## config.mk

```make
export PLATFORM = sky130hd
export DESIGN_NAME = branch_resolve_ctrl
export DESIGN_NICKNAME = d
export VERILOG_FILES = /design/src/rtl/branch_resolve_ctrl.sv
export SDC_FILE = /design/constraint.sdc
export NUM_CORES = 1
export LEC_CHECK = 0
export BUFFER_PORTS_ARGS = -buffer_cell sky130_fd_sc_hd__buf_2
export CAP_MARGIN = 20
export CORE_MARGIN = 1
export CORE_UTILIZATION = 40
export CTS_BUF_LIST = sky130_fd_sc_hd__clkbuf_4 sky130_fd_sc_hd__clkbuf_8
export DETAILED_ROUTE_END_ITERATION = 7
export SYNTH_ARGS = -nofsm -noshare
export SYNTH_HDL_FRONTEND = slang
export SYNTH_SLANG_ARGS = --single-unit
```

## constraint.sdc

```tcl
create_clock -name clk -period 2.1 [get_ports clk]
set_input_delay 0.42 -clock clk [delete_from_list [all_inputs] [get_ports clk]]
set_output_delay 0.42 -clock clk [all_outputs]
set_load 0.02 [all_outputs]
```

## src/rtl/branch_resolve_ctrl.sv

```systemverilog
// -----------------------------------------------------------------------------
// branch_resolve_ctrl
//
// ID-stage sequencer for the branch comparator. When a conditional branch sits
// in ID while one of its source operands is still being produced further down
// the pipe, the front end is frozen (PC and IF/ID held, bubble into ID/EX) for
// the required number of cycles. The branch is then resolved from the
// comparator's taken flag. Unconditional jumps redirect immediately.
// Saturating counters keep branch statistics.
//
// Ports
//   clk          in   rising-edge clock
//   reset        in   asynchronous active-low reset
//   id_branch    in   conditional branch present in ID
//   id_jump      in   unconditional jump present in ID (beats id_branch)
//   cmp_taken    in   comparator taken flag, sampled only when resolving
//   hz_ex_alu    in   EX ALU op writes a branch source (1 stall)
//   hz_mem_load  in   MEM load writes a branch source (1 stall)
//   hz_ex_load   in   EX load writes a branch source (2 stalls)
//   pc_write     out  PC write enable
//   ifid_write   out  IF/ID write enable
//   ifid_flush   out  zero IF/ID on the next edge
//   idex_bubble  out  insert NOP into ID/EX on the next edge
//   pc_src       out  0 = PC+4, 1 = branch target, 2 = jump target
//   branch_cnt   out  branches resolved (saturating)
//   taken_cnt    out  branches resolved taken (saturating)
//   stall_cnt    out  stall cycles inserted (saturating)
//   dbg_state    out  current FSM state: 0 = IDLE, 1 = STALL, 2 = RESOLVE
//
// Handshake: there is no valid/ready pair here. id_branch/id_jump act as a
// "valid" for the instruction in ID; pc_write/ifid_write low acts as the
// "not ready" back-pressure to the front end. An instruction is consumed on
// any edge where pc_write is high.
// -----------------------------------------------------------------------------
module branch_resolve_ctrl #(
  parameter int CNT_W     = 16,
  parameter int MAX_STALL = 2
) (
  input  logic             clk,
  input  logic             reset,
  input  logic             id_branch,
  input  logic             id_jump,
  input  logic             cmp_taken,
  input  logic             hz_ex_alu,
  input  logic             hz_mem_load,
  input  logic             hz_ex_load,
  output logic             pc_write,
  output logic             ifid_write,
  output logic             ifid_flush,
  output logic             idex_bubble,
  output logic [1:0]       pc_src,
  output logic [CNT_W-1:0] branch_cnt,
  output logic [CNT_W-1:0] taken_cnt,
  output logic [CNT_W-1:0] stall_cnt,
  output logic [1:0]       dbg_state
);

  // Down-counter is wide enough to hold MAX_STALL; never narrower than 1 bit.
  localparam int SC_W = (MAX_STALL < 1) ? 1 : $clog2(MAX_STALL + 1);

  localparam logic [SC_W-1:0]  SC_ONE   = SC_W'(1);
  localparam logic [SC_W-1:0]  SC_MAX   = SC_W'(MAX_STALL);
  localparam logic [CNT_W-1:0] CNT_ONE  = CNT_W'(1);
  localparam logic [CNT_W-1:0] CNT_FULL = '1;

  localparam logic [1:0] PC_SEQ  = 2'd0;
  localparam logic [1:0] PC_BR   = 2'd1;
  localparam logic [1:0] PC_JUMP = 2'd2;

  typedef enum logic [1:0] {
    S_IDLE    = 2'd0,
    S_STALL   = 2'd1,
    S_RESOLVE = 2'd2
  } state_t;

  state_t            state_q, state_d;
  logic [SC_W-1:0]   scnt_q, scnt_d;
  logic [CNT_W-1:0]  branch_cnt_q, branch_cnt_d;
  logic [CNT_W-1:0]  taken_cnt_q, taken_cnt_d;
  logic [CNT_W-1:0]  stall_cnt_q, stall_cnt_d;

  logic [1:0]        n_raw;
  logic [SC_W-1:0]   n_need;
  logic [SC_W-1:0]   n_minus1;
  logic              br_inc, tk_inc, st_inc;

  // Stall requirement from the hazard inputs, clamped to MAX_STALL.
  always_comb begin
    n_raw = 2'd0;
    if (hz_ex_load) begin
      n_raw = 2'd2;
    end else if (hz_ex_alu || hz_mem_load) begin
      n_raw = 2'd1;
    end
    if (int'(n_raw) > MAX_STALL) begin
      n_need = SC_MAX;
    end else begin
      n_need = SC_W'(n_raw);
    end
    n_minus1 = n_need - SC_ONE;
  end

  // Next state and Mealy outputs.
  always_comb begin
    state_d     = state_q;
    scnt_d      = scnt_q;
    pc_write    = 1'b1;
    ifid_write  = 1'b1;
    ifid_flush  = 1'b0;
    idex_bubble = 1'b0;
    pc_src      = PC_SEQ;
    br_inc      = 1'b0;
    tk_inc      = 1'b0;
    st_inc      = 1'b0;

    unique case (state_q)
      S_IDLE: begin
        if (id_jump) begin
          pc_src     = PC_JUMP;
          ifid_flush = 1'b1;
        end else if (id_branch) begin
          if (n_need == '0) begin
            br_inc = 1'b1;
            if (cmp_taken) begin
              pc_src     = PC_BR;
              ifid_flush = 1'b1;
              tk_inc     = 1'b1;
            end
          end else begin
            pc_write    = 1'b0;
            ifid_write  = 1'b0;
            idex_bubble = 1'b1;
            st_inc      = 1'b1;
            scnt_d      = n_minus1;
            state_d     = (n_minus1 != '0) ? S_STALL : S_RESOLVE;
          end
        end
      end

      S_STALL: begin
        pc_write    = 1'b0;
        ifid_write  = 1'b0;
        idex_bubble = 1'b1;
        st_inc      = 1'b1;
        scnt_d      = (scnt_q != '0) ? (scnt_q - SC_ONE) : '0;
        // Last stall cycle when the counter is about to hit zero.
        if (scnt_q <= SC_ONE) begin
          state_d = S_RESOLVE;
        end
      end

      S_RESOLVE: begin
        // Resolves even if id_branch dropped; the branch is still counted.
        br_inc = 1'b1;
        if (cmp_taken) begin
          pc_src     = PC_BR;
          ifid_flush = 1'b1;
          tk_inc     = 1'b1;
        end
        state_d = S_IDLE;
      end

      default: begin
        state_d = S_IDLE;
        scnt_d  = '0;
      end
    endcase

    // While reset is held the outputs sit at their quiet defaults regardless
    // of what the pipeline is presenting.
    if (!reset) begin
      pc_write    = 1'b1;
      ifid_write  = 1'b1;
      ifid_flush  = 1'b0;
      idex_bubble = 1'b0;
      pc_src      = PC_SEQ;
      br_inc      = 1'b0;
      tk_inc      = 1'b0;
      st_inc      = 1'b0;
    end
  end

  // Saturating statistics counters.
  always_comb begin
    branch_cnt_d = branch_cnt_q;
    taken_cnt_d  = taken_cnt_q;
    stall_cnt_d  = stall_cnt_q;
    if (br_inc && (branch_cnt_q != CNT_FULL)) begin
      branch_cnt_d = branch_cnt_q + CNT_ONE;
    end
    if (tk_inc && (taken_cnt_q != CNT_FULL)) begin
      taken_cnt_d = taken_cnt_q + CNT_ONE;
    end
    if (st_inc && (stall_cnt_q != CNT_FULL)) begin
      stall_cnt_d = stall_cnt_q + CNT_ONE;
    end
  end

  always_ff @(posedge clk or negedge reset) begin
    if (!reset) begin
      state_q      <= S_IDLE;
      scnt_q       <= '0;
      branch_cnt_q <= '0;
      taken_cnt_q  <= '0;
      stall_cnt_q  <= '0;
    end else begin
      state_q      <= state_d;
      scnt_q       <= scnt_d;
      branch_cnt_q <= branch_cnt_d;
      taken_cnt_q  <= taken_cnt_d;
      stall_cnt_q  <= stall_cnt_d;
    end
  end

  assign branch_cnt = branch_cnt_q;
  assign taken_cnt  = taken_cnt_q;
  assign stall_cnt  = stall_cnt_q;
  assign dbg_state  = state_q;

endmodule

```

==> impl_metrics.csv <==
group,metric,value,unit
power_and_ir_drop,intPower,1700,uW
worst_setup_path,crit_top_cell,"buf_4",
finish,final_cell_area,3230,um2
synth,syn_area,2600,um2
synth,yosysWarnings,0,
worst_setup_path,crit_buf_inv,3,
routing,route.detailed.drc,0,
worst_setup_path,crit_path_cell_trace,"buf_4 > nand2b_2 > buf_4 > a21oi_1 > buf_2",
place,port-buffer-count,63,
synth,ys_ff_latch,52,
power_and_ir_drop,switching_share,32.2,%
global_route,grt_usage,17.0,%
routing,drtPass1Iterations,4,
synth,syn_area_per_cell,10.7,um2
routing,dr.first_iter.drc_count,67,
routing,top_layer,"met4",
clock_network,clock-sinks,52,
sta,period_minus_slack,2040,ps
finish,n_antenna_cell,0,
clock_network,clockBufferDepth,2,
synth,synthFlopType,"dfrtp_1",
power_and_ir_drop,p_switching,811,uW
place,placed_area,3080,um2
synth,synth_compound_area_share,5.35,%
clock_network,cts_max_level,2,
clock_network,postCtsHoldBufs,0,
worst_setup_path,startpoint,"dbg_state[0]",
worst_setup_path,crit_arrival,1620,ps
routing,vias,2082,
worst_setup_path,end_kind,"output pin",
global_route,first_global_vias,1944,
worst_setup_path,r2r-end,"stall_cnt[15]",
synth,synthCells,242,
finish,layout-drive-gt1-share,33.3,%
synth,async_reset_ff_share,100,%
worst_setup_path,critPathMaxFanout,9,
synth,ys_types,39,
routing,viasPerCell,5.22,
worst_setup_path,cpMaxStageDelayCell,"dfrtp_1",
power_and_ir_drop,power.share.clock,27.7,%
place,gp_congestion,0.762,
routing,wl_met2,2530,um
clock_network,clkSlewWorstSetupHoldPaths,90,ps
floorplanning,fp.dieArea,6820,um2
global_route,grt_pass1_wl,8720,um
synth,yosys-top-cells-count,"dfrtp_1, xnor2_1, nand2_1",
worst_hold_path,min_path_type,"in -> async",
worst_setup_path,path_delay_family,"buffers and inverters",
sta,setup_viol_count_final,0,
synth,ys_seq_area_share,50.1,%
worst_setup_path,path_class,"reg -> out",
routing,wire_per_inst,13.5,um
worst_setup_path,critPathLaunchType,"flip-flop",
sta,post-route-period-util,96.9,%
power_and_ir_drop,seqPwrFrac,50.0,%
worst_setup_path,crit_required,1680,ps
sta,worst_pin_slew,434,ps
floorplanning,row_count,28,
worst_setup_path,cp.depth,5,
worst_setup_path,r2r_cells,6,
worst_setup_path,worstSetupEndpoint,"ifid_flush",
clock_network,cts_tree,"built",
synth,synth_xor_area_share,13.5,%
floorplanning,core,6100,um2
sta,finalHoldViolations,0,
sta,maxSlewHeadroom,70.9,%
synth,synth_top_cell_by_area,"dfrtp_1",
finish,fin_util,53.0,%
run_status,status,"finished clean",
synth,synth_top_family_by_area,"simple AND/OR/NAND/NOR gates",
synth,synth.most_common_cell,"dfrtp_1",
synth,synthAdderAreaFrac,1.45,%
routing,antenna_left,0,
synth,synth_edf_count,0,
power_and_ir_drop,combPwrFrac,22.3,%
floorplanning,fp.dieW,82.6,um
global_route,antenna_found_initial,0,
clock_network,cts-root-buf,"clkbuf_8",
clock_network,clock_latency,300,ps
finish,fin_nets,334,
routing,met3WireLength,200,um
synth,synthesis.nets,253,
power_and_ir_drop,p_leak,0.00162,uW
power_and_ir_drop,power_density,779,nW/um2
worst_setup_path,r2r_slack,230,ps
routing,drt-met1-wl,2620,um
routing,drt-total-wl,5410,um
synth,yosys-top-cells-area,"dfrtp_1, xnor2_1, nand4_1, nand3_1, nand2_1",
floorplanning,die_h,82.6,um
worst_setup_path,r2r_start,"dbg_state[1]",
sta,skew,3.78,ps
sta,hold_ws,227,ps
global_route,grt-ovfl-total,0,
synth,yosys.area_share.simple,24.6,%
sta,drv_slew,0,
power_and_ir_drop,vdd_ir_drop_max,0.579,mV
global_route,grt_max_degree,34,
place,dp_hpwl,4020,um
worst_setup_path,max_stage_delay,410,ps
floorplanning,ios,64,
sta,fmax,491,MHz
finish,area_growth,24.3,%
synth,synthDominantCellAreaShare,50.1,%
sta,finalSetupTns,0,ps
job,cap_violations,0,
power_and_ir_drop,totalPowerFinal,2510,uW
synth,muxShareOfSynthArea,2.12,%
clock_network,cts_buffers,5,
sta,rsz0062_at_grt,"false",
floorplanning,initial_core_util,42.6,%
state kept, by name, indices dropped and copies added, names as in the netlist:
register,cells
taken_cnt,16
stall_cnt,16
branch_cnt,16
dbg_state,2
scnt_q,2
cell families (layout without fill, tap and decap cells):
family,count (synthesis),after routing
flops,52,52
buf+inv,15,97
xor+xnor,40,40
compound gates,17,17
fa+ha+maj,3,3
simple gates,110,110
mux,5,5
routing by layer:
| layer | vias up | GRT usage [%] |
|---|---|---|
| li1 | 1028 | - |
| met1 | 1004 | 22.0 |
| met2 | 45 | 28.7 |
| met3 | 5 | 3.52 |
| met4 | 0 | 5.17 |
| met5 | - | 0 |
placed cells by master, fill, tap and decap left out, types with 5 or more instances in the layout:
| master | count |
|---|---|
| nor3_1 | 7 |
| inv_1 | 10 |
| dfrtp_1 | 52 |
| clkbuf_8 | 5 |
| a21oi_1 | 7 |
| xnor2_1 | 31 |
| and3_1 | 12 |
| buf_2 | 63 |
| nor2_1 | 10 |
| nand4_1 | 18 |
| nand2_1 | 22 |
| xor2_1 | 9 |
| nand3_1 | 20 |
| buf_4 | 16 |
power groups by stage:
stage               sequential [uW]  combinational [uW]  clock, uW
floorplan                      1390                 215          0
finish                         1260                 560        696
detailed placement             1280                 560          0
CTS                            1260                 564        724
global route                   1280                 623        760
global placement               1270                 550          0
worst min path at each step:
| stage | startpoint | slack (ps) | end | cells after the start |
|---|---|---|---|---|
| 2_1_floorplan | reset | 120 | branch_cnt[0] | 0 |
| 3_3_place_gp | taken_cnt[13] | 480 | taken_cnt[13] | 1 |
| 3_5_place_dp | stall_cnt[6] | 480 | stall_cnt[6] | 1 |
| 4_1_cts | reset | 200 | scnt_q[0] | 2 |
| 5_1_grt | reset | 240 | stall_cnt[4] | 2 |
| 6_report | reset | 230 | scnt_q[0] | 2 |
per-stage QoR:
stage	setup WS (ps)	instances
after floorplan	66.3	242
after global placement	6.70	390
after detailed placement	-5.33	390
after CTS	17.8	399
after global routing	6.57	399
final	64.6	399
cell type report:
cell class,instances,area (um2)
fill,563,2870
sequential,52,1300
multi-input combinational,175,1250
timing repair buffer,79,435
tap,75,93.8
clock buffer,6,76.3
inverter,10,37.5
clock inverter,2,35.0
timing repair:
action,CTS,global route
gates resized for setup,1,3
endpoints found under the setup margin,3,3
setup buffers,1,0
Power figures use the tool's default switching activity.
